## src/rtl/eth_tx_pkg.sv

```systemverilog
// Shared types for the Ethernet TX path.
//   state_t        : frame reader FSM states
//   byte_idx_t     : byte position inside a 32-bit word
//   BYTES_PER_WORD : bytes per FIFO word
//   word_byte()    : big-endian byte select (idx 0 -> bits 31:24)
package eth_tx_pkg;

  typedef enum logic [2:0] {IDLE, FETCH, LOAD, SEND, GAP} state_t;
  typedef logic [1:0] byte_idx_t;

  localparam int BYTES_PER_WORD = 4;

  function automatic logic [7:0] word_byte(input logic [31:0] word, input byte_idx_t idx);
    case (idx)
      2'd0:    word_byte = word[31:24];
      2'd1:    word_byte = word[23:16];
      2'd2:    word_byte = word[15:8];
      default: word_byte = word[7:0];
    endcase
  endfunction

endpackage

```

## src/rtl/ifg_counter.sv

```systemverilog
// Loadable down-counter timing the inter-frame gap.
//   clk, rst : clock, synchronous active-high reset
//   load     : load load_val (takes priority over dec)
//   load_val : start value
//   dec      : count down by one, saturating at zero
//   done     : count is zero
module ifg_counter #(
  parameter int CNT_W = 8
) (
  input  logic             clk,
  input  logic             rst,
  input  logic             load,
  input  logic [CNT_W-1:0] load_val,
  input  logic             dec,
  output logic             done
);

  logic [CNT_W-1:0] cnt_q, cnt_d;

  always_comb begin
    cnt_d = cnt_q;
    if (load)
      cnt_d = load_val;
    else if (dec && cnt_q != '0)
      cnt_d = cnt_q - 1'b1;
  end

  always_ff @(posedge clk) begin
    if (rst) cnt_q <= '0;
    else     cnt_q <= cnt_d;
  end

  assign done = (cnt_q == '0);

endmodule

```

## src/rtl/fifo_frame_reader.sv

```systemverilog
// Drains 32-bit words from the TX FIFO and emits them as a big-endian byte
// stream with sop/eop markers. A frame starts only once a whole frame is
// buffered, and a fixed idle gap follows every frame.
//   clk, rst         : clock, synchronous active-high reset
//   fifo_empty/usedw : FIFO status (usedw only looked at in IDLE)
//   fifo_q           : FIFO data, valid the cycle after fifo_rdreq
//   fifo_rdreq       : one pulse per word, only in FETCH and never when empty
//   tx_*             : byte stream, valid/ready handshake
//   busy             : not in IDLE
//   frame_count      : completed frames, wraps
//   underrun         : FIFO empty while in FETCH
module fifo_frame_reader
  import eth_tx_pkg::*;
#(
  parameter int WORDS_PER_FRAME = 8,
  parameter int USEDW_W         = 9,
  parameter int IFG_CYCLES      = 12
) (
  input  logic               clk,
  input  logic               rst,
  input  logic               fifo_empty,
  input  logic [USEDW_W-1:0] fifo_usedw,
  input  logic [31:0]        fifo_q,
  output logic               fifo_rdreq,
  input  logic               tx_ready,
  output logic               tx_valid,
  output logic [7:0]         tx_data,
  output logic               tx_sop,
  output logic               tx_eop,
  output logic               busy,
  output logic [15:0]        frame_count,
  output logic               underrun
);

  localparam logic [31:0] START_LVL = 32'(WORDS_PER_FRAME);
  localparam logic [7:0]  LAST_WORD = 8'(WORDS_PER_FRAME - 1);
  // Counter is loaded on the SEND->GAP edge, so GAP lasts IFG_CYCLES clocks.
  localparam logic [7:0]  IFG_LOAD  = 8'(IFG_CYCLES - 1);
  localparam byte_idx_t   LAST_BYTE = byte_idx_t'(BYTES_PER_WORD - 1);

  state_t      state_q, state_d;
  byte_idx_t   idx_q, idx_d;
  logic [7:0]  word_cnt_q, word_cnt_d;
  logic [31:0] word_q, word_d;
  logic [15:0] frame_count_q, frame_count_d;

  logic accept, last_byte, last_word, ifg_load, ifg_done;

  assign accept    = tx_valid && tx_ready;
  assign last_byte = (idx_q == LAST_BYTE);
  assign last_word = (word_cnt_q == LAST_WORD);

  always_comb begin
    state_d       = state_q;
    idx_d         = idx_q;
    word_cnt_d    = word_cnt_q;
    word_d        = word_q;
    frame_count_d = frame_count_q;
    ifg_load      = 1'b0;
    case (state_q)
      IDLE: begin
        if (32'(fifo_usedw) >= START_LVL) begin
          state_d    = FETCH;
          word_cnt_d = '0;
        end
      end
      FETCH: begin
        // Read request goes out this cycle; hold here while the FIFO is empty.
        if (!fifo_empty) state_d = LOAD;
      end
      LOAD: begin
        word_d  = fifo_q;
        idx_d   = '0;
        state_d = SEND;
      end
      SEND: begin
        if (accept) begin
          idx_d = idx_q + 2'd1;
          if (last_byte) begin
            if (last_word) begin
              state_d       = GAP;
              ifg_load      = 1'b1;
              frame_count_d = frame_count_q + 16'd1;
            end else begin
              word_cnt_d = word_cnt_q + 8'd1;
              state_d    = FETCH;
            end
          end
        end
      end
      GAP: begin
        if (ifg_done) state_d = IDLE;
      end
      default: state_d = IDLE;
    endcase
  end

  always_ff @(posedge clk) begin
    if (rst) begin
      state_q       <= IDLE;
      idx_q         <= '0;
      word_cnt_q    <= '0;
      word_q        <= '0;
      frame_count_q <= '0;
    end else begin
      state_q       <= state_d;
      idx_q         <= idx_d;
      word_cnt_q    <= word_cnt_d;
      word_q        <= word_d;
      frame_count_q <= frame_count_d;
    end
  end

  ifg_counter #(.CNT_W(8)) u_ifg (
    .clk      (clk),
    .rst      (rst),
    .load     (ifg_load),
    .load_val (IFG_LOAD),
    .dec      (state_q == GAP),
    .done     (ifg_done)
  );

  // Stream outputs decode only flopped state, so they hold still under
  // backpressure without extra registers.
  assign tx_valid    = (state_q == SEND);
  assign tx_data     = word_byte(word_q, idx_q);
  assign tx_sop      = tx_valid && (word_cnt_q == '0) && (idx_q == '0);
  assign tx_eop      = tx_valid && last_word && last_byte;
  assign fifo_rdreq  = (state_q == FETCH) && !fifo_empty;
  assign underrun    = (state_q == FETCH) && fifo_empty;
  assign busy        = (state_q != IDLE);
  assign frame_count = frame_count_q;

endmodule

```

## config.mk

```make
export PLATFORM = sky130hd
export DESIGN_NAME = fifo_frame_reader
export DESIGN_NICKNAME = d
export VERILOG_FILES = /design/src/rtl/eth_tx_pkg.sv /design/src/rtl/ifg_counter.sv /design/src/rtl/fifo_frame_reader.sv
export SDC_FILE = /design/constraint.sdc
export NUM_CORES = 1
export LEC_CHECK = 0
export CORE_MARGIN = 1
export CORE_UTILIZATION = 35
export CTS_BUF_LIST = sky130_fd_sc_hd__clkbuf_4 sky130_fd_sc_hd__clkbuf_8
export DETAILED_ROUTE_END_ITERATION = 16
export GPL_TIMING_DRIVEN = 0
export PLACE_DENSITY = 0.68
export SYNTH_ARGS = -nofsm -noshare
export SYNTH_HDL_FRONTEND = slang
export SYNTH_SLANG_ARGS = --single-unit
export TNS_END_PERCENT = 20
```

## constraint.sdc

```tcl
create_clock -name clk -period 1.9 [get_ports clk]
set_input_delay 0.38 -clock clk [delete_from_list [all_inputs] [get_ports clk]]
set_output_delay 0.38 -clock clk [all_outputs]
set_load 0.05 [all_outputs]
```

After elaboration in Yosys (flattened, before gate mapping)
Cells that the tools add are included.
{"block": "totals", "reg_bits": 69, "latch_bits": 0, "ram_bits": 0, "romBits": 0, "in_bits": 45, "output_inout_bits": 30, "elab_cells": 70, "memories": 0}
{"block": "op_classes", "n_addsub": 4, "mul": 0, "div": 0, "magnitude_cmp": 1, "eq_ne": 14, "n_shift": 0, "muxes": 21, "bitwise_logic": 0, "reduce_logical": 23}
{"op": "$mux 8", "count": 4}
{"op": "$pmux 8 s3", "count": 1}
{"op": "$mux 3", "count": 6}
{"op": "$add 16x1->16 const B", "count": 1}
{"op": "$logic_not 8->1", "count": 2}
{"op": "$pmux 8 s2", "count": 1}
{"op": "$pmux 3 s5", "count": 1}
{"op": "$reduce_and 5->1", "count": 2}
{"op": "$ge 9x4->1 const B", "count": 1}
{"op": "$add 8x1->8 const B", "count": 1}
{"op": "$eq 8x3->1 const B", "count": 1}
{"op": "$logic_and 1x1->1", "count": 8}
{"op": "$mux 4", "count": 2}
{"op": "$ne 2x2->1 const B", "count": 4}
{"op": "$reduce_bool 8->1", "count": 1}
{"op": "$sub 8x1->8 const B", "count": 1}
{"op": "$eq 3x2->1 const B", "count": 2}
{"op": "$reduce_bool 2->1", "count": 3}
{"op": "$eq 2x2->1 const B", "count": 2}
{"op": "$mux 1", "count": 4}
{"op": "$ne 2x1->1 const B", "count": 2}
{"op": "$pmux 2 s2", "count": 1}
{"op": "$reduce_and 4->1", "count": 1}
{"op": "$eq 3x1->1 const B", "count": 1}
{"op": "10 further kinds", "count": 10}

Depth between registers and ports, before layout
Gate-level depths: netlist of the first run.
{"block": "logic_depth", "ltp_word": 6, "ltp_mapped": 8, "mapped_depth_nobuf": 6}

Modules after synthesis
Synthesis of the first run repeated with hierarchy kept, for this count alone.
{"block": "unflattened", "cells_unflattened": 422, "area_unflattened_um2": 3400.8}
{"mod": "fifo_frame_reader", "instances": 1, "cells_each": 363, "area_each_um2": 2885.3, "seq_area_each_um2": 1221.2}
{"mod": "ifg_counter", "instances": 1, "cells_each": 59, "area_each_um2": 515.5, "seq_area_each_um2": 160.2}

Worst setup path after synthesis of the first run
Ideal clock, no wire load.
{"block": "synth_timing", "path_kind": "register -> output", "from": "reg state_q[2]", "to": "out tx_sop", "arrival_time_ns": 2.409, "t_required_ns": 1.520, "path_slack_ns": -0.889, "path_stages_with_launch": 5, "path_buffers": 1, "cell_sequence": "dfxtp_1 -> nand2b_1 -> or2_1 -> buf_6 -> nor4_1"}
{"block": "synth_between", "elab_chain_len": 3}
{"element": "from (decl)", "line": "fifo_frame_reader.sv:41", "text": "state_t state_q, state_d;"}
{"element": "from (signal assigned)", "line": "fifo_frame_reader.sv:106", "text": "state_q <= state_d;"}
{"element": "$eq 3x2->1", "line": "fifo_frame_reader.sv:125", "text": "assign tx_valid = (state_q == SEND);"}
{"element": "$logic_and 1x1->1 (2 in series)", "line": "fifo_frame_reader.sv:127", "text": "assign tx_sop = tx_valid && (word_cnt_q == '0) && (idx_q == '0);"}
{"element": "to (decl)", "line": "fifo_frame_reader.sv:28", "text": "output logic tx_sop,"}
Every way passes these cells.

Final worst setup path of the first run
{"block": "layout_timing", "from": "reg idx_q[1]", "to": "out tx_data[2]"}
{"block": "layout_between", "elab_chain_len": 2, "elab_cells_between_ends": 4, "classes_between": "eq/ne (2); mux (1); reduce/logical (1)"}
{"element": "from (decl)", "line": "fifo_frame_reader.sv:42", "text": "byte_idx_t idx_q, idx_d;"}
{"element": "from (signal assigned)", "line": "fifo_frame_reader.sv:107", "text": "idx_q <= idx_d;"}
{"element": "$eq 2x2->1 (tied with other cells)", "line": "eth_tx_pkg.sv:14", "text": "case (idx)"}
{"element": "$pmux 8 s3 *", "line": "eth_tx_pkg.sv:14"}
{"element": "to (decl)", "line": "fifo_frame_reader.sv:27", "text": "output logic [7:0] tx_data,"}
Mark *: on every way between the ends. The rest lies on a longest branch, timed or not.

==> results.cfg, run 1 <==
[global_route]
track_usage = 0.191
grt_pass1_wl_um = 14700
antenna_found_initial = 0
grt_max_degree = 14
grt-ovfl-total = 0
grt_pass1_vias = 3067

[timing]
layout_min_cycle_time_ns = 2.12
tightest_slew_ns = 0.575
max_slew_margin = 0.614
hold_viol = 0
rsz0062_at_grt = true
setup_ws_ns = -0.217
skew_ns = 0.0111
slew_viol_final = 0
fin_crit_sh = 1.11
setup_viol = 22
max_freq_mhz = 472
setup_tns_ns = -2.50

[routing]
first_pass_iters = 5
first_iter_violations = 216
avgViaCountPerCell = 5.26
wl_per_cell_um = 15.0
drtAntennaViolNets = 0
vias = 3167
drc_errors = 0
drt_wl_total_um = 9030

[setup_path]
path_cells = inv_4 -> ha_4 -> a222oi_1 -> mux2i_2 -> buf_6
critPathTopFamily = compound AO/OA/AOI/OAI gates
cp.arrival_ns = 1.74
critPathLaunchType = flop
critical_path_buf_inv_count = 2
cp_max_fo = 8
critPathMaxStageDelay_ns = 0.46
cp-end-kind = output port
slowest_stage = a222oi_1
required_ns = 1.52
worstSetupPathType = reg -> out

[clocking]
clk_pin_slew_ns = 0.07
clk_path_buf_depth = 2
cts_buffers = 9
ctsHoldBuffers = 0
h-tree-depth = 3
clk_latency_ns = 0.35
cts_num_sinks = 69
cts_tree = done
cts_root_buffer = clkbuf_8

[hold_path]
hold_class = reg -> reg

[power_and_ir_drop]
p_int_mw = 2.25
ir_worst_vdd_uv = 425
power_density_mw_per_mm2 = 676
p_sw_frac = 0.271
combPwrFrac = 0.121
p_clk_frac = 0.394
p_switching_mw = 0.837
sequentialPowerShare = 0.485
power.leakage_nw = 1.60

[logic_synthesis]
yosysMostFrequentCell = nand2_1
synth_common_cells = nand2_1 (83), dfxtp_1 (69), a21oi_1 (49)
async_flop_share = 0
yosys_warnings = 0
synth_top_area_share = 0.423
ys.flop_type = dfxtp_1
syn-num-nets = 459
postSynthCellCount = 405
synth_top_area_cell = dfxtp_1
yosysSeqAreaShare = 0.423
synth_cell_type_count = 41
syn_avg_cell_area_um2 = 8.07
ys_seq_elements = 69
synth-edff-count = 0
synth_area_leaders = dfxtp_1 (42%), nand2_1 (9.5%), a21oi_1 (7.5%)
syn_area_mm2 = 0.00327

[floorplan]
die_w_um = 98.6
die_h_um = 98.6
core_region_area_mm2 = 0.00889
start_util = 0.368
die_area_mm2 = 0.00973
row_count = 34
pin_count = 75

[cells_and_area]
drive_above_1_share = 0.180
num-nets-final = 543
diodes = 0
area_growth_pct = 39.7
final-instance-count-excl-fill = 602

[placement]
globalplace.congestion = 0.818
pre_cts_ws_ns = -0.695
hpwl_um = 6190
place_inst = 582
port_buffers = 69

[outcome]
violations = setup timing
status = complete, but fails checks

[job]
cap_violations = 0
[state kept, by name (all words and copies together) (netlist names)]
register     count
u_ifg.cnt_q      8
word_cnt_q       8
word_q          32
frame_count     16
idx_q            2
state_q          3
[area by class of cell]
cell class / instances / area [um2]
flip-flops and latches: 69 / 1400
plain buffers: 20 / 106
multi-input cells: 293 / 1910
inverters: 19 / 78.8
repair buffers: 77 / 742
clock inverters: 7 / 72.6
fillers: 853 / 4320
clock buffers: 9 / 124
well taps: 108 / 135
[what timing repair did]
action	4_1_cts	5_1_grt
setup buffers	5	2
gates cloned	1	0
setup endpoints to repair	63	37
gates resized for setup	148	9
pin swaps	14	8
[power by group through the flow]
stage                     Sequential [mW]  Clock [mW]  Combinational (mW)
after floorplan                      1.52           0               0.201
after global placement               1.53           0               0.348
after detailed placement             1.53           0               0.354
after CTS                            1.49        1.23               0.369
after global routing                 1.50        1.30               0.401
final                                1.50        1.22               0.375
[metal layers]
layer | wire (um) | share of wire | track usage
met5 | 0 | 0 | 0
met4 | 157 | 0.017 | 0.0677
met3 | 550 | 0.061 | 0.0397
met2 | 4270 | 0.47 | 0.324
met1 | 4050 | 0.45 | 0.239
[worst reg2reg max path, delay by kind of cell, from the launching register on]
| family | cells | cell delay (ns) |
|---|---|---|
| and+or+nand+nor | 3 | 0.98 |
| DFF | 1 | 0.39 |
| adders and majority gates | 1 | 0.29 |
| buffers and inverters | 1 | 0.19 |
| AOI/OAI and AO/OA | 1 | 0.15 |
[final timing paths]
path / from / slack, ns / endpoint / cells after the start
worst max register to register: idx_q[0] / -0.17 / frame_count[15] / 6
worst max-delay path: idx_q[1] / -0.22 / tx_data[2] / 5
worst min register to register: word_q[3] / 0.46 / word_q[3] / 2
worst min-delay path: word_q[3] / 0.46 / word_q[3] / 2
[stage by stage]
step | utilization | power, mW | instance area, um2 | hold slack [ns]
floorplan | - | 1.73 | 3340 | 0.436
finish | 0.514 | 3.09 | 4570 | 0.459
global placement | 0.468 | 1.88 | 4160 | 0.442
global route | 0.514 | 3.20 | 4570 | 0.484
detailed placement | 0.468 | 1.88 | 4160 | 0.450
CTS | 0.508 | 3.10 | 4520 | 0.455
[placed cells by master, fill, tap and decap left out, types with 3 or more instances in the layout]
master and count:
o31ai_1 4, nor3_1 16, clkbuf_8 10, ha_4 3, buf_4 10, or4_1 6
nand3_1 13, nor2_1 26, inv_1 15, buf_6 12, dfxtp_4 5, inv_6 3
clkdlybuf4s50_1 39, xor2_1 11, nand4_1 7, dlygate4sd2_1 17, a21oi_1 49, xnor2_1 10
ha_1 4, nand2_1 81, o21ai_0 7, dfxtp_1 62, a222oi_1 8, clkbuf_1 13
mux2i_2 6
[kinds of logic (layout without fill, tap and decap cells)]
group,Yosys count,in the layout,share of synthesized area
adders and majority gates,9,9,0.0345
AOI/OAI and AO/OA,75,75,0.149
and+or+nand+nor,179,179,0.256
muxes,9,9,0.0276
DFF,69,69,0.423
buffers and inverters,43,132,0.0540
xor gates and xnor gates,21,21,0.0563
No activity file was read; power rests on OpenSTA's default activity.
==> run 2, diff against run 1 <==
Settings changed: CELL_PAD_IN_SITES_DETAIL_PLACEMENT from default to 1, CELL_PAD_IN_SITES_GLOBAL_PLACEMENT from default to 1, CORE_UTILIZATION 35 to 34, PLACE_DENSITY 0.68 to 0.85.
==> run 2 against run 1 <==
Against the previous run:
- the flow still finishes with violations (setup timing)
- die area increased by 2.9%
- clock power grew 13%
- routed wire length is 19% higher
- global-route usage grew 3.5 points
- count of clock-buffer cells in the layout grew 1
- hold slack worse by 0.0019 ns
- sequential cell count unchanged
- setup slack worse by 0.039 ns
- combinational power rose by 3%
- register-to-register slack got worse by 0.02 ns
- total power is 6.0% higher
- critical endpoint is now tx_data[1]
==> results.cfg, run 2 (synthesized netlist as in run 1, its figures left out) <==
[outcome]
status = complete, but fails checks
violations = setup timing

[timing]
slew_viol_final = 0
setup_viol = 22
max_freq_mhz = 464
fin_crit_sh = 1.13
max_slew_margin = 0.632
rsz0062_at_grt = true
hold_viol = 0
skew_ns = 0.00727
tightest_slew_ns = 0.553
layout_min_cycle_time_ns = 2.16
setup_ws_ns = -0.256

[power_and_ir_drop]
power.leakage_nw = 1.62
ir_worst_vdd_uv = 374
p_total_mw = 3.27
power_density_mw_per_mm2 = 703

[placement]
hpwl_um = 7290
pre_cts_ws_ns = -0.763
port_buffers = 69
globalplace.congestion = 0.788
place_inst = 603

[global_route]
grt_pass1_wl_um = 17500
grt_pass1_vias = 3562
track_usage = 0.226
antenna_found_initial = 0
grt_max_degree = 13
grt-ovfl-total = 0

[job]
cap_violations = 0

[setup_path]
reg2reg_from = idx_q[0]
crit_path_start = idx_q[1]
cp.arrival_ns = 1.78
cp-end-kind = output port
critPathLaunchType = flop
worstSetupPathType = reg -> out
required_ns = 1.52
cp_max_fo = 8

[cells_and_area]
final_common_cell = nand2_1
largest_reg_flops = 32
nFillCells = 1137
drive_above_1_share = 0.197
final-instance-count-excl-fill = 627
layout_common_cells = nand2_1 (82), dfxtp_1 (62), a21oi_1 (48)
area_growth_pct = 42.4
diodes = 0
regMostFlops = word_q
num-nets-final = 547

[hold_path]
worstHoldStart = word_q[4]
hold_class = reg -> reg

[clocking]
cts_root_buffer = clkbuf_8
cts_buffers = 9
clk_pin_slew_ns = 0.08
cts_num_sinks = 69
cts_tree = done
h-tree-depth = 3
clk_path_buf_depth = 2
clk_latency_ns = 0.36
ctsHoldBuffers = 0

[routing]
first_iter_violations = 93
avgViaCountPerCell = 5.22
vias = 3273
wl_per_cell_um = 17.1
drtAntennaViolNets = 0
first_pass_iters = 5
drc_errors = 0
drt_wl_total_um = 10700

[floorplan]
row_count = 35
start_util = 0.352
die_w_um = 100
core_region_area_mm2 = 0.00928
pin_count = 75
die_h_um = 100
die_area_mm2 = 0.0100
## run 2: changes by cell type in the layout (fill, tap and decap cells not counted), sizes merged
cell and change:
buf +6, inv -2, bufinv +1, clkinv +1, clkinvlp -1, dlygate4sd2 -1
## run 2: area by class of cell
cell class                      count  area [um2]  share of cell area
Buffer                             20         108              0.0231
Clock buffer                       10         138              0.0296
Clock inverter                      6        86.3              0.0185
Inverter                           19        81.3              0.0175
Multi-Input combinational cell    293        1920               0.412
Sequential cell                    69        1400               0.301
Tap cell                          129         161              0.0347
Timing Repair Buffer               81         764               0.164
## run 2: metal layers
layer | GRT usage | part of all wire | wire (um)
met1 | 0.251 | 0.42 | 4540
met2 | 0.428 | 0.52 | 5600
met3 | 0.0362 | 0.032 | 347
met4 | 0.0892 | 0.023 | 252
met5 | 0 | 0 | 0
## run 2: timing repair
action                     in CTS  in global routing
gates cloned                    1                  0
pin swaps                      12                  8
buffers inserted               10                  1
resized for setup             146                 19
setup endpoints to repair      92                 43
## run 2: through the flow
| step | TNS, ns | area, um2 | util | hold slack [ns] |
|---|---|---|---|---|
| 2_1_floorplan | -0.609 | 3340 | - | 0.436 |
| 5_1_grt | -5.33 | 4650 | 0.501 | 0.473 |
| 3_5_place_dp | -19.59 | 4190 | 0.451 | 0.448 |
| 6_report | -3.10 | 4650 | 0.501 | 0.457 |
| 3_3_place_gp | -14.84 | 4190 | 0.451 | 0.441 |
| 4_1_cts | -4.41 | 4580 | 0.494 | 0.458 |
## run 2: worst paths after layout
kind                            cells after the start              end  slack [ns]
worst min register to register                      2        word_q[4]        0.46
worst max-delay path                                5       tx_data[1]       -0.26
worst max register to register                      7  frame_count[13]       -0.19
worst min-delay path                                2        word_q[4]        0.46
## run 2: power by group
| part | switching (mW) | internal (mW) |
|---|---|---|
| Combinational | 0.216 | 0.172 |
| Clock | 0.612 | 0.773 |
| Sequential | 0.0263 | 1.47 |
| Total | 0.855 | 2.42 |
## run 2: worst max-delay path, cell delays in order, from the launching register on
cell      delay, ns
dfxtp_4        0.38
inv_4          0.05
ha_4           0.19
a222oi_1       0.50
mux2i_4        0.12
buf_6          0.18
